### src/rtl/tandy_kb_pkg.sv
// Shared Tandy-to-XT keyboard definitions.
// Holds the E0 prefix byte, the Tandy and XT key codes that differ between
// the two keyboards, the expander FSM state type and the mapping function.
// The receive-side converter uses the same table, so both directions stay
// consistent.
package tandy_kb_pkg;

   localparam logic [7:0] XT_PREFIX_E0     = 8'hE0;
   localparam int         TANDY_FIFO_DEPTH = 4;

   // Tandy key codes that need translation
   localparam logic [6:0] TANDY_KEY_UP       = 7'h29;
   localparam logic [6:0] TANDY_KEY_LEFT     = 7'h2B;
   localparam logic [6:0] TANDY_KEY_DOWN     = 7'h4A;
   localparam logic [6:0] TANDY_KEY_RIGHT    = 7'h4E;
   localparam logic [6:0] TANDY_KEY_KP_ENTER = 7'h57;
   localparam logic [6:0] TANDY_KEY_HOME     = 7'h58;
   localparam logic [6:0] TANDY_KEY_KP_MINUS = 7'h53;
   localparam logic [6:0] TANDY_KEY_KP_PLUS  = 7'h55;
   localparam logic [6:0] TANDY_KEY_DEL      = 7'h56;
   localparam logic [6:0] TANDY_KEY_F11      = 7'h59;
   localparam logic [6:0] TANDY_KEY_F12      = 7'h5A;

   // XT set-1 make codes they translate to
   localparam logic [6:0] XT_KEY_UP       = 7'h48;
   localparam logic [6:0] XT_KEY_LEFT     = 7'h4B;
   localparam logic [6:0] XT_KEY_DOWN     = 7'h50;
   localparam logic [6:0] XT_KEY_RIGHT    = 7'h4D;
   localparam logic [6:0] XT_KEY_KP_ENTER = 7'h1C;
   localparam logic [6:0] XT_KEY_HOME     = 7'h47;
   localparam logic [6:0] XT_KEY_KP_MINUS = 7'h4A;
   localparam logic [6:0] XT_KEY_KP_PLUS  = 7'h4E;
   localparam logic [6:0] XT_KEY_DEL      = 7'h53;
   localparam logic [6:0] XT_KEY_F11      = 7'h57;
   localparam logic [6:0] XT_KEY_F12      = 7'h58;

   typedef enum logic [1:0] {
      ST_IDLE     = 2'd0,
      ST_PRESENT  = 2'd1,
      ST_WAIT_ACK = 2'd2,
      ST_GAP      = 2'd3
   } exp_state_t;

   // ext: the XT byte must be preceded by the E0 prefix
   typedef struct packed {
      logic       ext;
      logic [6:0] key;
   } xt_map_t;

   function automatic xt_map_t tandy_to_xt(input logic [6:0] key);
      xt_map_t m;
      m.ext = 1'b0;
      m.key = key;
      case (key)
         TANDY_KEY_UP:       begin m.ext = 1'b1; m.key = XT_KEY_UP;       end
         TANDY_KEY_LEFT:     begin m.ext = 1'b1; m.key = XT_KEY_LEFT;     end
         TANDY_KEY_DOWN:     begin m.ext = 1'b1; m.key = XT_KEY_DOWN;     end
         TANDY_KEY_RIGHT:    begin m.ext = 1'b1; m.key = XT_KEY_RIGHT;    end
         TANDY_KEY_KP_ENTER: begin m.ext = 1'b1; m.key = XT_KEY_KP_ENTER; end
         TANDY_KEY_HOME:     begin m.ext = 1'b1; m.key = XT_KEY_HOME;     end
         TANDY_KEY_KP_MINUS: m.key = XT_KEY_KP_MINUS;
         TANDY_KEY_KP_PLUS:  m.key = XT_KEY_KP_PLUS;
         TANDY_KEY_DEL:      m.key = XT_KEY_DEL;
         TANDY_KEY_F11:      m.key = XT_KEY_F11;
         TANDY_KEY_F12:      m.key = XT_KEY_F12;
         default:            m.key = key;
      endcase
      return m;
   endfunction

endpackage

### src/rtl/tandy_code_fifo.sv
// Small synchronous FIFO of Tandy codes.
// Ports: clock, reset (async, active high), push/din write side,
// pop/dout read side (dout shows the head entry), empty, full.
// Push while full and pop while empty are ignored. DEPTH must be a power
// of two.
module tandy_code_fifo #(
   parameter int WIDTH = 8,
   parameter int DEPTH = 4
) (
   input  logic             clock,
   input  logic             reset,
   input  logic             push,
   input  logic [WIDTH-1:0] din,
   input  logic             pop,
   output logic [WIDTH-1:0] dout,
   output logic             empty,
   output logic             full
);

   localparam int AW = (DEPTH < 2) ? 1 : $clog2(DEPTH);

   logic [WIDTH-1:0] mem [DEPTH];
   logic [AW-1:0]    wr_ptr;
   logic [AW-1:0]    rd_ptr;
   logic [AW:0]      count;
   logic             do_wr;
   logic             do_rd;

   assign empty = (count == '0);
   assign full  = (count == (AW+1)'(DEPTH));
   assign do_wr = push && !full;
   assign do_rd = pop && !empty;
   assign dout  = mem[rd_ptr];

   always_ff @(posedge clock or posedge reset) begin
      if (reset) begin
         wr_ptr <= '0;
         rd_ptr <= '0;
         count  <= '0;
      end else begin
         if (do_wr) wr_ptr <= wr_ptr + AW'(1);
         if (do_rd) rd_ptr <= rd_ptr + AW'(1);
         case ({do_wr, do_rd})
            2'b10:   count <= count + (AW+1)'(1);
            2'b01:   count <= count - (AW+1)'(1);
            default: count <= count;
         endcase
      end
   end

   always_ff @(posedge clock) begin
      if (do_wr) mem[wr_ptr] <= din;
   end

endmodule

### src/rtl/tandy_scancode_expander.sv
// Tandy keyboard code to XT set-1 scancode expander.
// Accepts Tandy codes (bit7 = break) on a valid/ready port and presents the
// translated XT bytes one at a time on scancode/keybord_irq, waiting for a
// host acknowledge (irq_clear) and then at least GAP_CYCLES idle cycles
// before the next byte. Extended keys produce E0 followed by the XT code.
// Ports: clock, reset (async, active high), tandy_code/tandy_valid/
// tandy_ready input side, scancode/keybord_irq/irq_clear host side,
// overflow (sticky, a code was offered while tandy_ready was low).
// Build option: define TANDY_EXPANDER_FIFO_EN for a 4-entry code FIFO;
// otherwise a single holding register is used.
//
// state    | meaning
// IDLE     | waiting for a queued code
// PRESENT  | load scancode and raise keybord_irq
// WAIT_ACK | byte visible, waiting for irq_clear
// GAP      | enforced idle time before the next byte
module tandy_scancode_expander
   import tandy_kb_pkg::*;
#(
   parameter int GAP_CYCLES = 16
) (
   input  logic       clock,
   input  logic       reset,
   input  logic [7:0] tandy_code,
   input  logic       tandy_valid,
   output logic       tandy_ready,
   output logic [7:0] scancode,
   output logic       keybord_irq,
   input  logic       irq_clear,
   output logic       overflow
);

   localparam int GW = (GAP_CYCLES < 1) ? 1 : $clog2(GAP_CYCLES + 1);

   exp_state_t    state;
   exp_state_t    state_next;
   logic [GW-1:0] gap_cnt;
   logic          second_byte;
   logic          load_byte;
   logic          ack;
   logic          push;
   logic          pop;
   logic          q_valid;
   logic          q_full;
   logic [7:0]    q_code;
   xt_map_t       map;
   logic          more_pending;

   assign tandy_ready = !q_full;
   assign push        = tandy_valid && !q_full;

   // The head of the queue stays in place until its last byte is
   // acknowledged, so a code's bytes are never split by another code.
`ifdef TANDY_EXPANDER_FIFO_EN
   logic q_empty;

   tandy_code_fifo #(
      .WIDTH (8),
      .DEPTH (TANDY_FIFO_DEPTH)
   ) u_fifo (
      .clock (clock),
      .reset (reset),
      .push  (push),
      .din   (tandy_code),
      .pop   (pop),
      .dout  (q_code),
      .empty (q_empty),
      .full  (q_full)
   );

   assign q_valid = !q_empty;
`else
   logic       hold_full;
   logic [7:0] hold_code;

   always_ff @(posedge clock or posedge reset) begin
      if (reset) begin
         hold_full <= 1'b0;
         hold_code <= 8'h00;
      end else if (pop) begin
         hold_full <= 1'b0;
      end else if (push) begin
         hold_full <= 1'b1;
         hold_code <= tandy_code;
      end
   end

   assign q_full  = hold_full;
   assign q_valid = hold_full;
   assign q_code  = hold_code;
`endif

   assign map          = tandy_to_xt(q_code[6:0]);
   assign more_pending = map.ext && !second_byte;
   assign pop          = ack && !more_pending;

   always_ff @(posedge clock or posedge reset) begin
      if (reset) state <= ST_IDLE;
      else       state <= state_next;
   end

   always_comb begin
      state_next = state;
      load_byte  = 1'b0;
      ack        = 1'b0;
      case (state)
         ST_IDLE: begin
            if (q_valid && gap_cnt == '0) state_next = ST_PRESENT;
         end
         ST_PRESENT: begin
            load_byte  = 1'b1;
            state_next = ST_WAIT_ACK;
         end
         ST_WAIT_ACK: begin
            if (irq_clear) begin
               ack        = 1'b1;
               state_next = ST_GAP;
            end
         end
         ST_GAP: begin
            // leave on the cycle the down-counter reaches terminal count
            if (gap_cnt <= GW'(1)) state_next = second_byte ? ST_PRESENT : ST_IDLE;
         end
         default: state_next = ST_IDLE;
      endcase
   end

   always_ff @(posedge clock or posedge reset) begin
      if (reset) begin
         scancode    <= 8'h00;
         keybord_irq <= 1'b0;
         overflow    <= 1'b0;
         gap_cnt     <= '0;
         second_byte <= 1'b0;
      end else begin
         if (tandy_valid && q_full) overflow <= 1'b1;
         if (load_byte) begin
            scancode    <= more_pending ? XT_PREFIX_E0 : {q_code[7], map.key};
            keybord_irq <= 1'b1;
         end
         if (ack) begin
            keybord_irq <= 1'b0;
            gap_cnt     <= GW'(GAP_CYCLES);
            second_byte <= more_pending;
         end else if (gap_cnt != '0) begin
            gap_cnt <= gap_cnt - GW'(1);
         end
      end
   end

endmodule

### config.mk
export PLATFORM = sky130hd
export DESIGN_NAME = tandy_scancode_expander
export DESIGN_NICKNAME = d
export VERILOG_FILES = /design/src/rtl/tandy_kb_pkg.sv /design/src/rtl/tandy_code_fifo.sv /design/src/rtl/tandy_scancode_expander.sv
export SDC_FILE = /design/constraint.sdc
export NUM_CORES = 1
export LEC_CHECK = 0
export CELL_PAD_IN_SITES_DETAIL_PLACEMENT = 2
export CELL_PAD_IN_SITES_GLOBAL_PLACEMENT = 2
export CORE_ASPECT_RATIO = 1.25
export CORE_MARGIN = 1
export CORE_UTILIZATION = 31
export CTS_CLUSTER_SIZE = 10
export DETAILED_ROUTE_END_ITERATION = 7
export PLACE_DENSITY = 0.79
export SYNTH_ARGS = -nofsm -noshare
export SYNTH_HDL_FRONTEND = slang
export SYNTH_HIERARCHICAL = 1
export SYNTH_SLANG_ARGS = --single-unit
### constraint.sdc
create_clock -name clock -period 2 [get_ports clock]
set_clock_uncertainty 0.05 [all_clocks]
set_input_delay 0.4 -clock clock [delete_from_list [all_inputs] [get_ports clock]]
set_output_delay 0.4 -clock clock [all_outputs]
set_load 0.05 [all_outputs]
==> After elaboration in Yosys (flattened, before gate mapping) <==
Index checks and enable logic that the tools add are counted.
{ "word_totals": {"register_bits": 27, "inputBits": 12, "output_inout_bits": 11, "word_cells": 62} }
{ "op_classes": {"n_addsub": 1, "magnitude_cmp": 1, "n_eq_ne": 17, "muxes": 17, "n_bitwise": 1, "n_reduce_logical": 17} }
{ "op_table": {"columns": ["op", "count"], "rows": [
  ["case mux 7 bit (11 select lines)", 1],
  ["equality test 7 bit, second input constant", 9],
  ["equality test 7 x 6 -> 1 bit, second input constant", 2],
  ["2-to-1 mux 5 bit", 2],
  ["2-to-1 mux 1 bit", 9],
  ["2-to-1 mux 8 bit", 1],
  ["case mux 2 bit (4 select lines)", 1],
  ["2-to-1 mux 2 bit", 3],
  ["inequality test 2 bit, second input constant", 3],
  ["nonzero test 2 bit", 3],
  ["OR reduction 6 bit", 1],
  ["<= comparator 5 x 1 -> 1 bit, second input constant", 1],
  ["logical AND 1 bit", 5],
  ["logical NOT 5 bit", 1],
  ["nonzero test 5 bit", 1],
  ["subtractor 5 x 1 -> 5 bit, second input constant", 1],
  ["equality test 2 bit, second input constant", 2],
  ["logical NOT 1 bit", 3],
  ["AND reduction 3 bit", 1],
  ["equality test 2 x 1 -> 1 bit, second input constant", 1],
  ["logical NOT 2 bit", 1],
  ["AND reduction 2 bit", 1],
  ["NOT 1 bit", 1]
]} }

==> Depth between registers and ports, before layout <==
Gate-level depths: netlist (run 1).
{ "depth": {"depth_word": 8, "mapped_depth": 7} }

==> Worst setup path after synthesis (run 1) <==
Ideal clock, no wire load.
{ "synth_path": {"kind": "register to register", "from": "register hold_code[0]", "to": "register hold_code[0]", "setup_ns": 0.125, "arrival_time_ns": 1.756, "path_slack_ns": 0.069, "path_stages_with_launch": 7, "n_path_buf": 1, "synth_period_minus_slack_ns": 1.931, "path_cell_list": "dfrtp_1 buf_2 nor4bb_1 o21a_1 a211oi_2 a21oi_4 mux2_2"} }
{ "synth_via": {"elab_chain_len": 8, "word_cells_on_any_way": 13, "classes_between": "eq/ne: 6; mux: 1; bitwise: 1; reduce/logical: 5"} }
{ "synth_lines": {"columns": ["item", "line", "source"], "rows": [
  ["start, declared", "tandy_scancode_expander.sv:74", "logic [7:0] hold_code;"],
  ["start signal, assigned", "tandy_scancode_expander.sv:84", "hold_code <= tandy_code;"],
  ["equality test 7 bit / equality test 7 x 6 -> 1 bit (equally long branches)", "tandy_kb_pkg.sv:54", "case (key)"],
  ["OR reduction 6 bit (no line) (*)", null, null],
  ["2-to-1 mux 1 bit (*)", "tandy_kb_pkg.sv:54", null],
  ["logical AND 1 bit (*)", "tandy_scancode_expander.sv:94", "assign more_pending = map.ext && !second_byte;"],
  ["logical NOT 1 bit (*)", "tandy_scancode_expander.sv:95", "assign pop = ack && !more_pending;"],
  ["logical AND 1 bit (*)", "tandy_scancode_expander.sv:95", null],
  ["NOT 1 bit (no line) (*)", null, null],
  ["AND reduction 2 bit (no line) (*)", null, null]
]} }
Mark *: on every way between the ends. The rest lies on a longest branch, timed or not.
A chain may end at the register's enable or synchronous reset.

==> Final worst setup path (run 1) <==
{ "layout_path": {"from": "register hold_code[0]", "to": "register hold_code[5]"} }
The elaborated chain is that of the path after synthesis.

==> results.md, run 1 <==
* IO Pins at 23
* Unrepaired setup endpoints after global routing: yes
* Slew headroom at between 60% and 70%
* Placed Area at about 2000 um^2
* Setup TNS Final at 0 ns
* Worst skew pair latency at between 0.2 and 0.3 ns
* Leak at 0.9281 nW
* VDD IR max at 0.5936 mV
* WL per Instance at approximately 20 um
* Die X at 67.29 um
* Starting Density at 32.28%
* Synth top area share at about two fifths
* Number of diodes at 0
* Cells after DPL at about 260
* Pwr dens at 1813 nW/um^2
* Crit share post-route at 99.02%
* Clock power frac at under 10%
* Final core area utilization at 43.60%
* Detailed Place HPWL at 3878 um
* Synth top area cells: dfrtp_1 (41%), mux2_2 (6.1%), ha_1 (5.3%)
* R2r startpoint: hold_code[0]
* Final Hold Fails at 0
* Cell type with the largest total area after synthesis: dfrtp_1
* Cell area after layout at 2231 um^2
* Worst slew pin tran at 0.5033 ns
* Clk buf depth at 2
* Gr ovfl total at 0
* Final Net Count at 226
* Core ar. at 5116 um^2
* GP Congestion at 0.8478
* Yosys Warn Count at 6
* Post-synth top flop: dfrtp_1
* Crit path launch: hold_code[0]
* First DRT Iteration DRCs at 57
* Fin. max-slew vios at 0
* Antenna viol nets, final at 0
* DR pass1 iterations at 4
* CTS sink count at 27
* Max cap viols at 0
* Initial antenna violation count at 0
* CTS tree: built
* Gate power share at 63.4%
* Psw at 0.001931 W
* First-pass GRT wire length at 8576 um
* R2R depth at 7
* Crit Path Max Fanout at 8
* Startpoint type of the worst setup path: flop
* EDFF count, synth at 0
* Layout Cells excl Fill at 268
* Part of the power in registers at 28.6%
* Synth Area per Inst at just under 10 um^2
* Post-synthesis cell area at 1652 um^2
* P&R area growth vs syn at 35.08%
* Vias per cell at 5.384
* Share of cells above drive strength 1 at 30.10%
* CTS Hold Bufs at 0
* CP arrival at ~2.1 ns
* Sequential element share of the synthesized area at 40.91%
* Fmax at between 0.5 and 0.6 GHz
* DIE HEIGHT at ~84 um
* Yosys cell types at 47
* Proportion of synthesized flip-flops having asynchronous set or reset at 100.0%
* Worst Hold Class: in2async
* Fill count at 529
* Sw frac at between 40% and 50%
* Tmin final at 1.980 ns
* Die footprint at 5625 um^2
* CTS root buf: clkbuf_8
* Pin count of the biggest net entering global routing at 28
* CP Data Required Time at 2.12 ns
* Status: completed
* DRC Markers at 0
* Htree depth at 1
* Finish-stage setup viols at 0
* TritonCTS buffer count at 3
* # rows at 29
* Vias post-DR at about 1,400
* Worst-path clk slew at around 0.09 ns
* Critical path type: reg2reg
* IO Port Bufs at 22
* Final WL at 5315 um
* Vias in the first global route at 1,673
* FF+latch count, synth at 27
* Internal power at 0.002114 W
* Cells after Synth at between 150 and 200
* Overall routing resource usage at between 20 and 25%
* CP endpoint kind: flop
* Syn_nets at 186
* Overall power at 0.004044 W
==> worst paths after layout <==
path | to | slack (ns)
worst max-delay path | hold_code[5] | 0.02
worst min-delay path | hold_code[1] | 0.44
worst max register to register | hold_code[5] | 0.02
worst min register to register | overflow | 0.46
max in group asynchronous | hold_code[5] | 1.17
min in group clock | overflow | 0.46
==> layout by cell type, fill, tap and decap left out, drive strengths merged, types with 2 or more instances in the layout <==
master	Yosys	routed
o21a	3	3
nand3b	2	2
nor2b	4	4
and2	2	2
nor3	5	5
inv	8	8
a211o	2	2
clkdlybuf4s50	0	21
a21oi	10	10
nand2	10	10
nor2	15	15
o22ai	2	2
a211oi	7	7
nor4b	3	3
a21o	2	2
and4bb	2	2
nor4bb	4	4
o21ai	5	5
o31ai	2	2
a31oi	3	3
nor4	2	2
ha	7	7
nand2b	5	5
dfrtp	27	27
xnor2	2	2
mux2	9	9
buf	1	24
clkbuf	9	3
==> metrics by stage <==
step / hold slack, ns / worst slack [ns]
2_1_floorplan: 0.4027 / 0.06898
3_3_place_gp: 0.4282 / 0.04432
3_5_place_dp: 0.4471 / -0.1410
4_1_cts: 0.4545 / -0.004838
5_1_grt: 0.4907 / -0.05397
6_report: 0.4416 / 0.01962
==> registers in the layout, summed over array words and instances (netlist names) <==
name and flops:
overflow 1, state 2, gap_cnt 5, hold_full 1
scancode 8, keybord_irq 1, hold_code 8, second_byte 1
==> cell usage after synthesis (2+ instances only) <==
cell type and instances:
nor2b_1 4, nand2b_1 5, dfrtp_1 27, o21a_1 3
nand3b_1 2, a21oi_1 9, o31ai_1 2, nor2_1 15
a211oi_1 6, a211o_1 2, and2_1 2, xnor2_1 2
o21ai_0 5, nor3_1 5, a21o_1 2, mux2_2 9
o22ai_1 2, nand2_1 10, clkbuf_1 8, and4bb_2 2
ha_1 7, inv_1 8, a31oi_1 3, nor4bb_1 4
==> worst max-delay path, cell delays in order (launching register included) <==
cell	delay, ns
dfrtp_2	0.44
buf_12	0.13
nor4bb_4	0.33
o21a_1	0.20
a211oi_2	0.07
a21oi_4	0.17
buf_12	0.14
mux2_2	0.34
==> power groups by stage <==
stage / sequential (W) / clock, W / combinational (W)
global route: 0.00120 / 0.000356 / 0.00278
floorplan: 0.00134 / 0 / 0.00125
finish: 0.00116 / 0.000324 / 0.00256
CTS: 0.00114 / 0.000341 / 0.00241
detailed placement: 0.00113 / 0 / 0.00232
global placement: 0.00108 / 0 / 0.00217
==> final cells by class <==
class | count | area, um^2 | share of cell area [%]
clock inverters | 1 | 5.005 | 0.2243
clock buffers | 3 | 41.29 | 1.851
flip-flops and latches | 27 | 680.7 | 30.51
repair buffers | 45 | 415.4 | 18.62
inverters | 8 | 30.03 | 1.346
well taps | 62 | 77.57 | 3.477
multi-input cells | 122 | 980.9 | 43.97
==> per-layer routing <==
layer | up-vias | track usage [%] | wire length (um)
met1 | 726 | 23.40 | 2213
met5 | - | 0 | 0
met3 | 4 | 2.596 | 103
met4 | 0 | 4.449 | 43
met2 | 23 | 37.82 | 2954
li1 | 690 | - | -
==> kinds of logic (layout without fill, tap and decap cells) <==
| group | Yosys count | in the layout | synth area share, % |
|---|---|---|---|
| fa+ha+maj | 7 | 7 | 5.303 |
| mux | 9 | 9 | 6.137 |
| compound gates | 45 | 45 | 19.47 |
| buf+inv | 18 | 57 | 4.242 |
| simple gates | 58 | 58 | 22.35 |
| flops | 27 | 27 | 40.91 |
| xor+xnor | 3 | 3 | 1.591 |
==> what timing repair did <==
action | 4_1_cts | 5_1_grt
endpoints found under the setup margin | 11 | 14
gates resized for setup | 7 | 13
buffers inserted | 1 | 4
pin swaps | 5 | 4
Power figures use the tool's default switching activity.
==> run 2: changes to the inputs <==
--- a/config.mk
+++ b/config.mk
@@ -7,7 +7,7 @@
 export LEC_CHECK = 0
 export CELL_PAD_IN_SITES_DETAIL_PLACEMENT = 2
 export CELL_PAD_IN_SITES_GLOBAL_PLACEMENT = 2
-export CORE_ASPECT_RATIO = 1.25
+export CORE_ASPECT_RATIO = 1.2
 export CORE_MARGIN = 1
 export CORE_UTILIZATION = 31
 export CTS_CLUSTER_SIZE = 10
==> run 2 against run 1 <==
- die area about the same
- hold slack worse by 0.013 ns
- count of clock-buffer cells in the layout unchanged
- cell area up 1.7%
- setup slack worse by 0.041 ns
- sequential cell count unchanged
- largest cell class unchanged
- sequential power about the same
- register-to-register slack worse by 0.04 ns
- global-route usage up 0.48 points
- routed wire length up 3.3%
- the flow now finishes with violations (setup timing)
- clock power up 4%
==> results.md, run 2 (synthesis gave the netlist of run 1 again) <==
* Final Net Count at between 200 and 250
* First-pass GRT wire length at between 8000 and 9000 um
* R2R depth at 7
* Hold_sp: overflow
* Failing checks: setup timing
* Core ar. at 5045 um^2
* DIE HEIGHT at about 82 um
* Max cap viols at 0
* DRC Markers at 0
* Initial antenna violation count at 0
* Antenna viol nets, final at 0
* IO Pins at 23
* Startpoint type of the worst setup path: flop
* Fin. max-slew vios at 0
* # rows at 28
* Crit Path Max Fanout at 8
* Status: complete, but fails checks
* CP Data Required Time at 2.13 ns
* Final core area utilization at about 45%
* Overall routing resource usage at 20.72%
* Capturing point of the worst reg2reg path: hold_code[3]
* Critical path type: reg2reg
* R2r startpoint: hold_code[0]
* VDD IR max at 0.5846 mV
* P&R area growth vs syn at 37.42%
* Layout Cells excl Fill at 272
* Final WL at approximately 5500 um
* Leak at 0.9613 nW
* GP Congestion at 0.8595
* DR pass1 iterations at 4
* R2R Setup Slk at -0.02 ns
* Worst hold slack at 0.4287 ns
* Vias per cell at between 5 and 6
* IO Port Bufs at 22
* Tmin final at between 2 and 2.5 ns
* TritonCTS buffer count at 3
* Clk buf depth at 2
* Most frequent cells in the layout: buf_4 (28), dfrtp_1 (22), clkdlybuf4s50_1 (20), nor2_1 (15), nand2_1 (10)
* First DRT Iteration DRCs at 49
* Slew headroom at approximately 66%
* Worst slew pin tran at slightly above 0.5 ns
* Vias in the first global route at 1,576
* Detailed Place HPWL at 3709 um
* CTS root buf: clkbuf_8
* Placed Area at 2039 um^2
* Fmax at 0.4948 GHz
* CP arrival at 2.15 ns
* Hold endpoint: overflow
* Worst Hold Class: reg2reg
* CTS Hold Bufs at 0
* Cell area after layout at 2270 um^2
* Starting Density at 32.74%
* Most common cell after layout, fill and taps aside: buf_4
* CP endpoint kind: flop
* Pin count of the biggest net entering global routing at 28
* CTS sink count at 27
* Worst-path clk slew at 0.10 ns
* Worst-path cell with the longest stage delay: dfrtp_2
* Gr ovfl total at 0
* Final worst slack at -0.02095 ns
* Cell depth of the worst min-delay path at 1
* Worst-path cell chain: clkbuf_2 > nand3b_1 > nor4_4 > a211oi_2 > a21oi_4 > buf_12 > mux2_2
* Largest registers: hold_code x8, scancode x8, gap_cnt x5
* CTS tree: built
* Worst skew pair latency at 0.28 ns
* Cells after DPL at 257
* Die footprint at 5625 um^2
* Max stage delay on crit path at 0.45 ns
* Finish-stage setup viols at 1
* Vias post-DR at 1,485
* Pwr dens at 1822 nW/um^2
* Die X at ~69 um
* Share of cells above drive strength 1 at 31.60%
* Setup TNS Final at -0.02095 ns
* Final Hold Fails at 0
* Htree depth at 1
* WL per Instance at 20.19 um
* Crit share post-route at 101.0%
* Number of diodes at 0
## run 2: cell count changes in the layout (fill, tap and decap cells not counted), sizes merged
cell | previous run | this run
buf | 24 | 29
clkbuf | 3 | 4
clkdlybuf4s50 | 21 | 20
clkinv | 1 | 0
clkinvlp | 0 | 1
dlymetal6s2s | 0 | 1
## run 2: stage by stage
stage	setup WS [ns]	power, W
floorplan	0.06898	0.002589
global route	-0.1328	0.004450
detailed placement	-0.1124	0.003430
CTS	0.001334	0.003929
global placement	-0.02011	0.003250
finish	-0.02095	0.004136
## run 2: where the power goes
part	internal (W)	total [W]	switching [W]
clock	0.000142	0.000338	0.000195
combinational	0.00119	0.00263	0.00144
sequential	0.000827	0.00116	0.000337
total	0.00216	0.00414	0.00198
## run 2: final cells by class
type	count	area [um^2]
fillers	545	2775
multi-input cells	122	985.9
flip-flops and latches	27	681.9
repair buffers	51	447.9
well taps	60	75.07
clock buffers	3	41.29
inverters	8	30.03
clock inverters	1	7.507
## run 2: worst max path at each step
stage	to	start	slack, ns	depth (start not counted)
global placement	hold_code[0]	hold_code[5]	-0.02	5
floorplan	hold_code[0]	hold_code[0]	0.07	6
CTS	scancode[0]	hold_code[0]	0.001	5
finish	hold_code[3]	hold_code[0]	-0.02	7
detailed placement	hold_code[3]	hold_code[5]	-0.11	5
global route	hold_code[3]	hold_code[0]	-0.13	7
## run 2: metal layers
| layer | part of all wire [%] | vias up | GRT usage [%] |
|---|---|---|---|
| met1 | 40 | 747 | 24.04 |
| met5 | 0 | - | 0 |
| met2 | 56 | 27 | 38.53 |
| met3 | 1.9 | 11 | 2.222 |
| met4 | 2.1 | 0 | 6.667 |
| li1 | - | 700 | - |
## run 2: worst max-delay path, delay by kind of cell (launching register included)
kind	cells	cell delay, ns
AND/OR/NAND/NOR	2	0.48
flip-flops	1	0.45
buffers and inverters	2	0.31
multiplexers	1	0.35
AO/OA/AOI/OAI	2	0.27
## run 2: what timing repair did
action	in CTS	in global routing
pin swaps	3	9
gates resized for setup	12	11
buffers inserted	4	8
setup endpoints to repair	12	13
==> run 3: changes to the inputs <==
--- a/config.mk
+++ b/config.mk
@@ -8,9 +8,9 @@
 export CELL_PAD_IN_SITES_DETAIL_PLACEMENT = 2
 export CELL_PAD_IN_SITES_GLOBAL_PLACEMENT = 2
 export CORE_ASPECT_RATIO = 1.2
-export CORE_MARGIN = 1
+export CORE_MARGIN = 4
 export CORE_UTILIZATION = 31
-export CTS_CLUSTER_SIZE = 10
+export CTS_CLUSTER_SIZE = 30
 export DETAILED_ROUTE_END_ITERATION = 7
 export PLACE_DENSITY = 0.79
 export SYNTH_ARGS = -nofsm -noshare
==> run 3 against run 2 <==
- critical path depth is the same
- count of clock-buffer cells in the layout is the same
- critical endpoint is now hold_code[7]
- clock power is essentially flat
- via count grew 4.5%
- the flow still finishes with violations (setup timing)
- cell area grew 6.1%
- utilization grew 2.8 points
- first-iteration DRC count grew 120%
- die area grew 17%
- largest cell class unchanged
- sequential cell count is the same
==> results.md, run 3 (synthesis gave the netlist of run 1 again) <==
* Status: complete, but fails checks
* Failing checks: setup timing
* Initial antenna violation count at 0
* IO Pins at 23
* Htree depth at 1
* Critical path type: reg2reg
* CP arrival at 2.21 ns
* Crit share post-route at 104.2%
* Worst skew pair latency at 0.29 ns
* P&R area growth vs syn at 45.83%
* Part of the power in registers at 26.3%
* TritonCTS buffer count at 3
* First DRT Iteration DRCs at ~110
* Final worst slack at -0.08401 ns
* Finish-stage setup viols at 9
* Clk buf depth at 2
* Final WL at 6418 um
* R2R depth at 7
* Cells after DPL at 258
* Worst Hold Class: reg2reg
* Crit Path Max Fanout at 8
* Psw at around 0.0022 W
* Core ar. at 5045 um^2
* WL per Instance at 23.09 um
* Share of cells above drive strength 1 at 37.61%
* Fin. max-slew vios at 0
* Die X at 74.63 um
* Max stage delay on crit path at 0.48 ns
* Overall routing resource usage at around 18%
* Antenna viol nets, final at 0
* Layout Cells excl Fill at 278
* Leak at 1.012 nW
* Final Net Count at 238
* Final core area utilization at 47.74%
* DRC Markers at 0
* Starting Density at 32.74%
* CTS sink count at 27
* Crit path launch: hold_code[0]
* Max cap viols at 0
* IO Port Bufs at 22
* Most frequent cells in the layout: buf_4 (32), dfrtp_1 (22), clkdlybuf4s50_1 (20), nor2_1 (15)
* Die footprint at around 6600 um^2
* CP Data Required Time at 2.13 ns
* Clock power frac at 7.4%
* Overall power at about 0.0045 W
* Sw frac at 48.30%
* Internal power at 0.002338 W
* R2R Setup Slk at -0.08 ns
* Largest registers: hold_code x8, scancode x8, gap_cnt x5
* GP Congestion at 0.8800
* Gate power share at between 60% and 70%
* VDD IR max at 0.6481 mV
* R2r startpoint: hold_code[0]
* Fmax at 0.4798 GHz
* CTS tree: built
* Worst-path clk slew at 0.10 ns
* Critical path depth at 7
* DR pass1 iterations at 4
* # rows at 28
* CP delay by family, top: compound AO/OA/AOI/OAI gates
* DIE HEIGHT at 87.96 um
* Worst path bufs/invs at 2
* Worst slew pin tran at 0.5091 ns
* CP endpoint kind: flop
* Tmin final at approximately 2.1 ns
* CP endpoint: hold_code[7]
* Vias in the first global route at approximately 1,700
* Pwr dens at 1878 nW/um^2
* Worst-path cell chain: buf_6 > and3b_2 > o21a_4 > a211oi_4 > a21oi_4 > buf_12 > mux2_4
* Vias per cell at between 5 and 6
* Capturing point of the worst reg2reg path: hold_code[7]
* Startpoint type of the worst setup path: flop
* Fill count at 520
* Slew headroom at 65.96%
* Pin count of the biggest net entering global routing at 28
* First-pass GRT wire length at 8832 um
* Most common cell after layout, fill and taps aside: buf_4
* Vias post-DR at 1,552
* Number of diodes at 0
* Worst-path cell with the longest stage delay: dfrtp_2
* Unrepaired setup endpoints after global routing: yes
* CTS root buf: clkbuf_8
* Gr ovfl total at 0
* Detailed Place HPWL at ~4000 um
* Final Hold Fails at 0
==> run 3: timing repair <==
action                                 4_1_cts  5_1_grt
hold buffers                                 0        0
pin swaps                                    4       13
setup endpoints to repair                   12       15
gates resized for setup                     11       27
setup buffers                                6       18
endpoints found under the hold margin        0        0
==> run 3: per-stage QoR <==
step | hold WS, ns | TNS, ns | setup WS, ns | area, um^2
detailed placement | 0.4389 | -1.342 | -0.1641 | 2044
global route | 0.4779 | -0.9582 | -0.1142 | 2409
floorplan | 0.4027 | 0 | 0.06898 | 1652
finish | 0.4501 | -0.4168 | -0.08401 | 2409
global placement | 0.4323 | -0.2197 | -0.02830 | 2044
CTS | 0.4617 | 0 | 0.001106 | 2190
==> run 3: worst min path at each step <==
stage          startpoint     endpoint  slack, ns  cells past startpoint
6_report         overflow     overflow       0.45                      1
5_1_grt          overflow     overflow       0.48                      1
4_1_cts             reset  scancode[7]       0.46                      3
3_5_place_dp     overflow     overflow       0.44                      1
3_3_place_gp     overflow     overflow       0.43                      1
2_1_floorplan       reset   gap_cnt[0]       0.40                      1
==> run 3: layout make-up <==
cell class,count,area (um^2),share of cell area (%)
Clock buffer,3,41.29,1.714
Clock inverter,1,5.005,0.2078
Inverter,8,30.03,1.247
Multi-Input combinational cell,122,1061,44.05
Sequential cell,27,681.9,28.31
Tap cell,60,75.07,3.117
Timing Repair Buffer,57,514.2,21.35
==> run 3: per-layer routing <==
layer | vias up | part of all wire (%) | wire length (um) | track usage [%]
met4 | 0 | 3.1 | 199 | 5.825
met5 | - | 0 | 0 | 0
met1 | 789 | 41 | 2605 | 21.06
met3 | 19 | 2.4 | 155 | 2.411
li1 | 711 | - | - | -
met2 | 33 | 54 | 3458 | 31.65
==> run 3: power groups by stage <==
stage / Clock (W) / Sequential, W / Combinational (W)
floorplan: 0 / 0.00134 / 0.00125
global placement: 0 / 0.00110 / 0.00216
detailed placement: 0 / 0.00115 / 0.00232
CTS: 0.000332 / 0.00114 / 0.00249
global route: 0.000358 / 0.00123 / 0.00323
finish: 0.000335 / 0.00119 / 0.00300
